File: config.mk
export PLATFORM = sky130hd
export DESIGN_NAME = fabric_port_in_arbiter
export DESIGN_NICKNAME = d
export VERILOG_FILES = /design/src/rtl/fabric_port_in_arbiter.sv
export SDC_FILE = /design/constraint.sdc
export NUM_CORES = 1
export LEC_CHECK = 0
export ABC_CLOCK_PERIOD_IN_PS = 2220
export CORE_UTILIZATION = 36
export CTS_BUF_LIST = sky130_fd_sc_hd__clkbuf_8
export CTS_CLUSTER_SIZE = 14
export DETAILED_ROUTE_END_ITERATION = 8
export PLACE_DENSITY = 0.9
export SYNTH_ARGS = -nofsm -noshare
export SYNTH_HDL_FRONTEND = slang
export SYNTH_SLANG_ARGS = --single-unit
export TNS_END_PERCENT = 5
File: constraint.sdc
create_clock -name clk_slow -period 2.22 [get_ports clk_slow]
set_clock_uncertainty 0.2 [all_clocks]
set_input_delay 0.222 -clock clk_slow [delete_from_list [all_inputs] [get_ports clk_slow]]
set_output_delay 0.222 -clock clk_slow [all_outputs]
set_load 0.05 [all_outputs]
File: src/rtl/fabric_port_in_arbiter.sv
// rtl/fabric_port_in_arbiter.sv - packet-atomic round-robin arbiter feeding one fabric port input
module fabric_port_in_arbiter #(
    parameter int NUM_REQ = 4,
    parameter int WIDTH   = 16,
    parameter int SRC_W   = (NUM_REQ > 1) ? $clog2(NUM_REQ) : 1
) (
    input  logic                       clk_slow,
    input  logic                       rst,
    input  logic [NUM_REQ*WIDTH-1:0]   i_data,
    input  logic [NUM_REQ-1:0]         i_valid,
    input  logic [NUM_REQ-1:0]         i_last,
    output logic [NUM_REQ-1:0]         i_ready,
    input  logic [NUM_REQ-1:0]         i_enable,
    output logic [WIDTH-1:0]           o_data,
    output logic                       o_valid,
    output logic                       o_last,
    output logic [SRC_W-1:0]           o_src,
    input  logic                       o_ready,
    output logic                       o_busy
);

    typedef enum logic {
        ST_IDLE   = 1'b0,
        ST_LOCKED = 1'b1
    } state_t;

    state_t             r_state;
    state_t             w_state_nxt;
    logic [SRC_W-1:0]   r_grant;
    logic [SRC_W-1:0]   r_last_grant;
    logic [WIDTH-1:0]   r_o_data;
    logic               r_o_valid;
    logic               r_o_last;
    logic [SRC_W-1:0]   r_o_src;

    logic [NUM_REQ-1:0] w_cand;
    logic               w_any;
    logic [SRC_W-1:0]   w_pick;
    logic               w_space;
    logic               w_transfer;
    logic               w_sel_valid;
    logic               w_sel_last;
    logic [WIDTH-1:0]   w_sel_data;

    assign w_cand     = i_valid & i_enable;
    assign w_space    = ~r_o_valid | o_ready;
    assign w_transfer = (r_state == ST_LOCKED) & w_sel_valid & w_space;

    always_comb begin
        w_sel_valid = 1'b0;
        w_sel_last  = 1'b0;
        w_sel_data  = '0;
        for (int k = 0; k < NUM_REQ; k++) begin
            if (r_grant == SRC_W'(k)) begin
                w_sel_valid = i_valid[k];
                w_sel_last  = i_last[k];
                w_sel_data  = i_data[k*WIDTH +: WIDTH];
            end
        end
    end

    // Wrap-around search: any candidate above last_grant beats every one at or below it,
    // and within each group the lowest index wins.
    always_comb begin
        w_any  = 1'b0;
        w_pick = '0;
        for (int k = NUM_REQ - 1; k >= 0; k--) begin
            if (w_cand[k] && (SRC_W'(k) <= r_last_grant)) begin
                w_any  = 1'b1;
                w_pick = SRC_W'(k);
            end
        end
        for (int k = NUM_REQ - 1; k >= 0; k--) begin
            if (w_cand[k] && (SRC_W'(k) > r_last_grant)) begin
                w_any  = 1'b1;
                w_pick = SRC_W'(k);
            end
        end
    end

    always_ff @(posedge clk_slow) begin
        if (rst) begin
            r_state <= ST_IDLE;
        end else begin
            r_state <= w_state_nxt;
        end
    end

    always_comb begin
        w_state_nxt = r_state;
        i_ready     = '0;
        case (r_state)
            ST_IDLE: begin
                if (w_any) begin
                    w_state_nxt = ST_LOCKED;
                end
            end
            ST_LOCKED: begin
                for (int k = 0; k < NUM_REQ; k++) begin
                    i_ready[k] = (r_grant == SRC_W'(k)) & w_space;
                end
                if (w_transfer && w_sel_last) begin
                    w_state_nxt = ST_IDLE;
                end
            end
            default: w_state_nxt = ST_IDLE;
        endcase
    end

    always_ff @(posedge clk_slow) begin
        if (rst) begin
            r_grant      <= '0;
            r_last_grant <= SRC_W'(NUM_REQ - 1);
            r_o_data     <= '0;
            r_o_valid    <= 1'b0;
            r_o_last     <= 1'b0;
            r_o_src      <= '0;
        end else begin
            if ((r_state == ST_IDLE) && w_any) begin
                r_grant <= w_pick;
            end
            if (w_transfer) begin
                r_o_data  <= w_sel_data;
                r_o_last  <= w_sel_last;
                r_o_src   <= r_grant;
                r_o_valid <= 1'b1;
                if (w_sel_last) begin
                    r_last_grant <= r_grant;
                end
            end else if (o_ready) begin
                r_o_valid <= 1'b0;
            end
        end
    end

    assign o_data  = r_o_data;
    assign o_valid = r_o_valid;
    assign o_last  = r_o_last;
    assign o_src   = r_o_src;
    assign o_busy  = (r_state == ST_LOCKED);

endmodule

==> summary.txt, run 1 <==
Final layout
  • Commonest non-fill, non-tap cell in the layout: clkdlybuf4s50_1
  • Synthesis-to-finish area growth: 78.61%
  • Share of layout cells above drive strength 1: 13.51%
  • Most frequent cells in the layout: 99 x clkdlybuf4s50_1, 42 x nand2_1, 25 x dfxtp_1
  • Nets: 339
  • Util after Layout: 69.30%
  • N_diodes: 0

STA
  • # setup viols final: 0
  • Tcrit/Tclk final: 93.20%
  • Fin worst setup slack: 151.1 ps
  • Final Hold Fails: 0
  • Max frequency: 483.3 MHz
  • Worst slew pin tran: about 610 ps
  • Slew headroom: 59.23%
  • WHS: 260.4 ps
  • Max-slew violations: 0
  • Clock period minus worst slack: about 2100 ps
  • RSZ-0062 raised after global routing: false

Power
  • Max IR drop VDD: 0.3523 mV
  • Leakage power: 0.9281 nW
  • PD cells: ~530 mW/mm2

Placed design
  • Dpl ws: 97.86 ps
  • DP Wirelength: 3612 um
  • Final Wtd Congestion: 0.8352
  • IO buf count: 103

Logic synthesis
  • Synth Instances: 158
  • Yosys reg bits: 25
  • Syn nets: 237
  • Top FF cell, synth: dfxtp_1
  • Post-Syn Area: around 0.0015 mm2
  • Avg Cell Area, Syn: around 9.3 um2
  • FFs w/ async S/R, synth: 0%
  • Yosys warns: 0
  • Post-synthesis sequential area ratio: 33.96%
  • Post-synthesis cell type count: 27
  • Post-synth EDFFs: 0

Critical path
  • Critical Path AT: 1650 ps
  • R2r endpoint: r_last_grant[1]$_SDFFE_PP1N_
  • CP Capture Type: output pin
  • Crit-path cells: clkdlybuf4s50_1
  • CP max stage delay: 870 ps
  • Setup slack, reg-to-reg: 350 ps
  • Worst path bufs/invs: 1
  • Critical path fanouts, max: 9
  • Worst Reg-to-Reg Cells: 4
  • CP max-delay cell: clkdlybuf4s50_1
  • CP Capture Point: o_busy
  • RR Startpoint: r_grant[0]$_SDFFE_PP0P_
  • Crit path kind: flip-flop to output pin
  • CP Depth: 1
  • Cell family with most CP delay: buffers and inverters
  • Crit. Startpoint: o_busy$_SDFF_PP0_
  • CP Launch Type: flip-flop
  • WP data required: 1800 ps

Clock tree
  • Total CTS buffers: 3
  • H-tree levels: 1
  • CTS sink count: 25
  • CTS root buf: clkbuf_8
  • Clock transition at the registers of the reported paths: 90 ps
  • CTS tree: built
  • Hold Buf Count CTS: 0
  • # resized after CTS: 0
  • Post-CTS Setup Inserts: 0
  • Skew-Pair Late Insertion Delay: between 200 and 300 ps
  • Clock Path Buffers: 2

Worst hold path
  • Hold Crit Class: flip-flop to flip-flop
  • Worst hold path startpoint: o_last$_SDFFE_PP0P_

Routing
  • Vias per cell: 5.163
  • Routed wire per std cell: 14.64 um
  • Number of DRC markers in iteration 0: 84
  • WL final: 4493 um
  • Routed vias: 1585
  • Final ANT Viol Nets: 0
  • DRT Pass-1 Iters: 4
  • Drc violations: 0

Status
  • Status: finished, final reports clean

Global routing
  • First-pass GRT wire length: between 6000 and 7000 um
  • Vias in the first global route: 1544
  • Grt ovf: 0
  • Met3 Use GR: ~4.8%
  • Met2 Use GR: 38.39%
  • Met1 Resource Use GR: 23.33%
  • Largest net degree at the start of global routing: 24
  • Most used routing layer in global routing: met2
  • Overall routing resource usage: around 21%
  • Initial antenna violation count: 0

Floorplanning
  • Chip width: ~66 um
  • Vert. Die Dim: 65.99 um
  • Die area: 0.004354 mm2
  • Core area: 0.003799 mm2
  • Initial core utilization: approximately two fifths
  • Core Rows: 22
  • Ports: 104

Job
  • Max cap viols: 0
[stage by stage]
step	power [W]	cell area, um2	std cells	TNS [ps]
after floorplan	0.0008705	1474	158	-475.5
after global placement	0.001124	2584	303	0
after detailed placement	0.001138	2584	303	0
after CTS	0.001411	2633	307	0
after global routing	0.001471	2633	307	0
final	0.001399	2633	307	0
[routing by layer]
layer	wire length [um]	vias up
met4	72	0
met2	2359	59
met5	0	-
met3	246	8
li1	-	774
met1	1814	744
[cells in the mapped netlist, drive strengths merged (3+ instances only)]
master	count	area (um2)
nor2	5	18.77
inv	4	15.01
mux2i	4	40.04
nand2	42	157.7
clkbuf	5	18.77
dfxtp	25	500.5
buf	8	55.05
o21ai	5	28.78
a21oi	23	115.1
nor3	3	15.01
mux4	17	382.9
[sequential cells by signal (all words and copies together) (netlist names)]
signal        count
r_last_grant      2
r_grant           2
o_data           16
o_valid           1
o_src             2
o_last            1
o_busy            1
[report_power, final]
group,internal [W],switching (W),total (W),leakage (nW)
Combinational,0.000318,0.000289,0.000607,0.702
Clock,0.000127,0.000148,0.000275,0.0217
Sequential,0.000486,0.0000316,0.000517,0.204
[area by class of cell]
cell class                      count  area [um2]
Timing Repair Buffer              110        1124
Clock inverter                      1       7.507
Sequential cell                    25       500.5
Multi-Input combinational cell    116       884.6
Clock buffer                        3       41.29
Fill cell                         304        1166
Tap cell                           48       60.06
Inverter                            4       15.01
[cells by family after synthesis]
family / Yosys count / synth area share, %
buffers and inverters: 17 / 6.027
and+or+nand+nor: 57 / 16.13
DFF: 25 / 33.96
AOI/OAI and AO/OA: 38 / 15.20
muxes: 21 / 28.69
[worst min path at each step]
stage,endpoint,slack [ps],cells after the start
global placement,o_data[14]$_SDFFE_PP0P_,240,2
detailed placement,o_data[3]$_SDFFE_PP0P_,250,2
floorplan,o_data[3]$_SDFFE_PP0P_,90,1
CTS,o_data[3]$_SDFFE_PP0P_,260,2
global route,o_data[9]$_SDFFE_PP0P_,290,2
finish,o_last$_SDFFE_PP0P_,260,2
Note: power is estimated with default switching activity, not from simulation.
==> inputs of run 2 (changes only) <==
--- a/config.mk
+++ b/config.mk
@@ -5,8 +5,9 @@
 export SDC_FILE = /design/constraint.sdc
 export NUM_CORES = 1
 export LEC_CHECK = 0
+export ABC_AREA = 1
 export ABC_CLOCK_PERIOD_IN_PS = 2220
-export CORE_UTILIZATION = 36
+export CORE_UTILIZATION = 38
 export CTS_BUF_LIST = sky130_fd_sc_hd__clkbuf_8
 export CTS_CLUSTER_SIZE = 14
 export DETAILED_ROUTE_END_ITERATION = 8
==> run 2 against run 1 <==
  * Combinational power is 22% higher
  * Cell area rose by 5.2%
  * Clock power down 2%
  * Non-clock buffer count increased by 1
  * Die area up 4.4%
==> summary.txt, run 2 <==
Status
  • Status: finished, final reports clean (unchanged)

Placed design
  • DP Wirelength: 3888 um (was 3612 um)
  • Dpl ws: 237.4 ps (was 97.86 ps)
  • Final Wtd Congestion: 0.8460 (was 0.8352)
  • IO buf count: 103 (unchanged)
  • # placed instances: 400 (was 303)

Critical path
  • Crit-path cells: buf_4 > inv_2 > nor3_1 > buf_12 (was clkdlybuf4s50_1)
  • CP max stage delay: 460 ps (was 870 ps)
  • Critical path fanouts, max: 11 (was 9)
  • WP data required: 1800 ps (about the same)
  • Cell family with most CP delay: buffers and inverters (unchanged)
  • CP Launch Type: flip-flop (unchanged)
  • Critical Path AT: 1620 ps (was 1650 ps)
  • Worst path bufs/invs: 3 (was 1)
  • CP Capture Type: output pin (unchanged)
  • Crit. Startpoint: r_grant[1]$_SDFFE_PP0P_ (was o_busy$_SDFF_PP0_)
  • Crit path kind: flip-flop to output pin (unchanged)
  • CP max-delay cell: dfxtp_2 (was clkdlybuf4s50_1)
  • RR Startpoint: r_grant[0]$_SDFFE_PP0P_ (unchanged)

Final layout
  • Most frequent cells in the layout: 99 x clkdlybuf4s50_1, 87 x nand2_1, 24 x nand3_1, 24 x dfxtp_1, 19 x o21ai_0 (was 99 x clkdlybuf4s50_1, 42 x nand2_1, 25 x dfxtp_1)
  • Cell Count, Final, Fillers Out: 404 (was 307)
  • Filler cell count: 322 (was 304)
  • Nets: 434 (was 339)
  • N_diodes: 0 (unchanged)
  • Util after Layout: 68.27% (was 69.30%)
  • Commonest non-fill, non-tap cell in the layout: clkdlybuf4s50_1 (unchanged)
  • Share of layout cells above drive strength 1: 12.43% (was 13.51%)
  • Synthesis-to-finish area growth: 70.31% (was 78.61%)
  • Max reg flops: 16 (unchanged)

STA
  • Slew headroom: 63.87% (was 59.23%)
  • Final Hold Fails: 0 (unchanged)
  • RSZ-0062 raised after global routing: false (unchanged)
  • Clock period minus worst slack: 2044 ps (was 2069 ps)
  • Fin worst setup slack: 176.3 ps (was 151.1 ps)
  • # setup viols final: 0 (unchanged)
  • Tcrit/Tclk final: 92.06% (was 93.20%)
  • Worst slew pin tran: 540.2 ps (was 609.7 ps)
  • Max-slew violations: 0 (unchanged)
  • Max frequency: 489.3 MHz (was 483.3 MHz)

Clock tree
  • Total CTS buffers: 3 (unchanged)
  • Clock transition at the registers of the reported paths: 90 ps (about the same)
  • CTS sink count: 25 (unchanged)
  • Skew-Pair Late Insertion Delay: 260 ps (about the same)
  • H-tree levels: 1 (unchanged)
  • CTS root buf: clkbuf_8 (unchanged)
  • CTS tree: built (unchanged)
  • Post-CTS Setup Inserts: 0 (unchanged)
  • Clock Path Buffers: 2 (unchanged)

Floorplanning
  • Initial core utilization: 40.09% (was 38.80%)
  • Ports: 104 (unchanged)
  • Core area: 0.004058 mm2 (was 0.003799 mm2)
  • Chip width: 67.43 um (was 65.99 um)
  • Core Rows: 23 (was 22)
  • Die area: 0.004546 mm2 (was 0.004354 mm2)
  • Vert. Die Dim: 67.43 um (was 65.99 um)

Logic synthesis
  • Yosys reg bits: 25 (unchanged)
  • Syn nets: 333 (was 237)
  • Top cells by area, synth: dfxtp_1 31%, nand2_1 20%, nand3_1 7.4% (was dfxtp_1 34%, mux4_2 26%, nand2_1 11%)
  • Top FF cell, synth: dfxtp_1 (unchanged)
  • Post-synthesis sequential area ratio: 30.77% (was 33.96%)
  • Avg Cell Area, Syn: 6.404 um2 (was 9.329 um2)
  • Synth Instances: 254 (was 158)
  • FFs w/ async S/R, synth: 0% (unchanged)
  • Yosys warns: 0 (unchanged)
  • Top-count cell post-synth: nand2_1 (unchanged)
  • Synth cell count leaders: 87 x nand2_1, 25 x dfxtp_1, 24 x nand3_1 (was 42 x nand2_1, 25 x dfxtp_1, 23 x a21oi_1)
  • Area leader, netlist: dfxtp_1 (unchanged)
  • Post-Syn Area: 0.001627 mm2 (was 0.001474 mm2)
  • Synth top area share: 30.77% (was 33.96%)
  • Post-synthesis cell type count: 24 (was 27)
  • Post-synth EDFFs: 0 (unchanged)

Routing
  • Number of DRC markers in iteration 0: 94 (was 84)
  • DRT Pass-1 Iters: 4 (unchanged)
  • WL final: 4946 um (was 4493 um)
  • Routed vias: 1988 (was 1585)
  • Drc violations: 0 (unchanged)
  • Final ANT Viol Nets: 0 (unchanged)
  • Vias per cell: 4.921 (was 5.163)
  • Routed wire per std cell: 12.24 um (was 14.64 um)

Power
  • Power Total: 0.001549 W (was 0.001399 W)
  • PD cells: 559.3 mW/mm2 (was 531.6 mW/mm2)
  • Max IR drop VDD: 0.3002 mV (was 0.3523 mV)
  • Leakage power: 1.121 nW (was 0.9281 nW)

Worst hold path
  • Worst hold path startpoint: o_data[4]$_SDFFE_PP0P_ (was o_last$_SDFFE_PP0P_)
  • Hold Crit Class: flip-flop to flip-flop (unchanged)

Global routing
  • First-pass GRT wire length: 7962 um (was 6824 um)
  • Vias in the first global route: 1866 (was 1544)
  • Overall routing resource usage: 22.91% (was 20.67%)
  • Grt ovf: 0 (unchanged)
  • Initial antenna violation count: 0 (unchanged)
  • Largest net degree at the start of global routing: 22 (was 24)

Job
  • Max cap viols: 0 (unchanged)
-- run 2: cell types whose count changed after synthesis, sizes merged, moves of 4 or more --
cell,before,now
a21oi,23,16
buf,8,13
inv,4,16
nor2,5,14
mux4,17,0
mux2i,4,0
nand4,0,8
o21ai,5,27
nand2,42,98
nand3,2,26
-- run 2: cell type report --
cell class	count	area, um2	area share [%]
Timing Repair Buffer	111	1144	41.28
Multi-Input combinational cell	197	950.9	34.33
Sequential cell	25	501.7	18.11
Inverter	17	65.06	2.349
Tap cell	50	62.56	2.258
Clock buffer	3	41.29	1.491
Clock inverter	1	5.005	0.1807
-- run 2: worst paths after layout --
path                                                end  slack [ps]  cells past startpoint
worst max-delay path                         i_ready[2]         180                      4
worst min-delay path             o_data[4]$_SDFFE_PP0P_         270                      2
worst max register to register  o_data[12]$_SDFFE_PP0P_         220                      7
worst min register to register   o_data[4]$_SDFFE_PP0P_         270                      2
-- run 2: repair_timing --
action                                  in CTS  in global routing
endpoints found under the setup margin       0                  2
hold buffers                                 0                  0
resized for setup                            0                  1
-- run 2: layer usage --
metal	global-route usage (%)	part of all wire (%)
met1	26.23	42
met2	44.13	50
met3	3.041	7.4
met4	5.319	0.77
met5	0	0
-- run 2: metrics by stage --
| step | hold WS, ps | area [um2] | TNS [ps] |
|---|---|---|---|
| floorplan | 84.44 | 1627 | -399.4 |
| global placement | 257.5 | 2723 | 0 |
| detailed placement | 255.0 | 2723 | 0 |
| CTS | 269.4 | 2769 | 0 |
| global route | 296.9 | 2770 | 0 |
| finish | 268.3 | 2770 | 0 |
-- run 2: kinds of logic after synthesis --
group,count (synthesis),share of synthesized area (%)
compound gates,44,15.54
simple gates,153,42.92
buf+inv,32,10.77
flops,25,30.77
-- run 2: power breakdown --
part / internal, W / leakage, nW / switching, W
clock network: 0.000125 / 0.0255 / 0.000143
registers: 0.000496 / 0.205 / 0.0000418
logic: 0.000330 / 0.890 / 0.000413
total: 0.000952 / 1.12 / 0.000598
-- run 2: worst register-to-register path: cells and delay by family (launching register included) --
family / cells / cell delay, ps
flip-flops: 1 / 610
buffers and inverters: 2 / 230
AND/OR/NAND/NOR: 3 / 410
AO/OA/AOI/OAI: 2 / 450
==> inputs of run 3 (changes only) <==
--- a/config.mk
+++ b/config.mk
@@ -12,6 +12,7 @@
 export CTS_CLUSTER_SIZE = 14
 export DETAILED_ROUTE_END_ITERATION = 8
 export PLACE_DENSITY = 0.9
+export SKIP_LAST_GASP = 1
 export SYNTH_ARGS = -nofsm -noshare
 export SYNTH_HDL_FRONTEND = slang
 export SYNTH_SLANG_ARGS = --single-unit
==> results of run 3 <==
No change in the layout: final DEF, timing and power equal those of run 2.
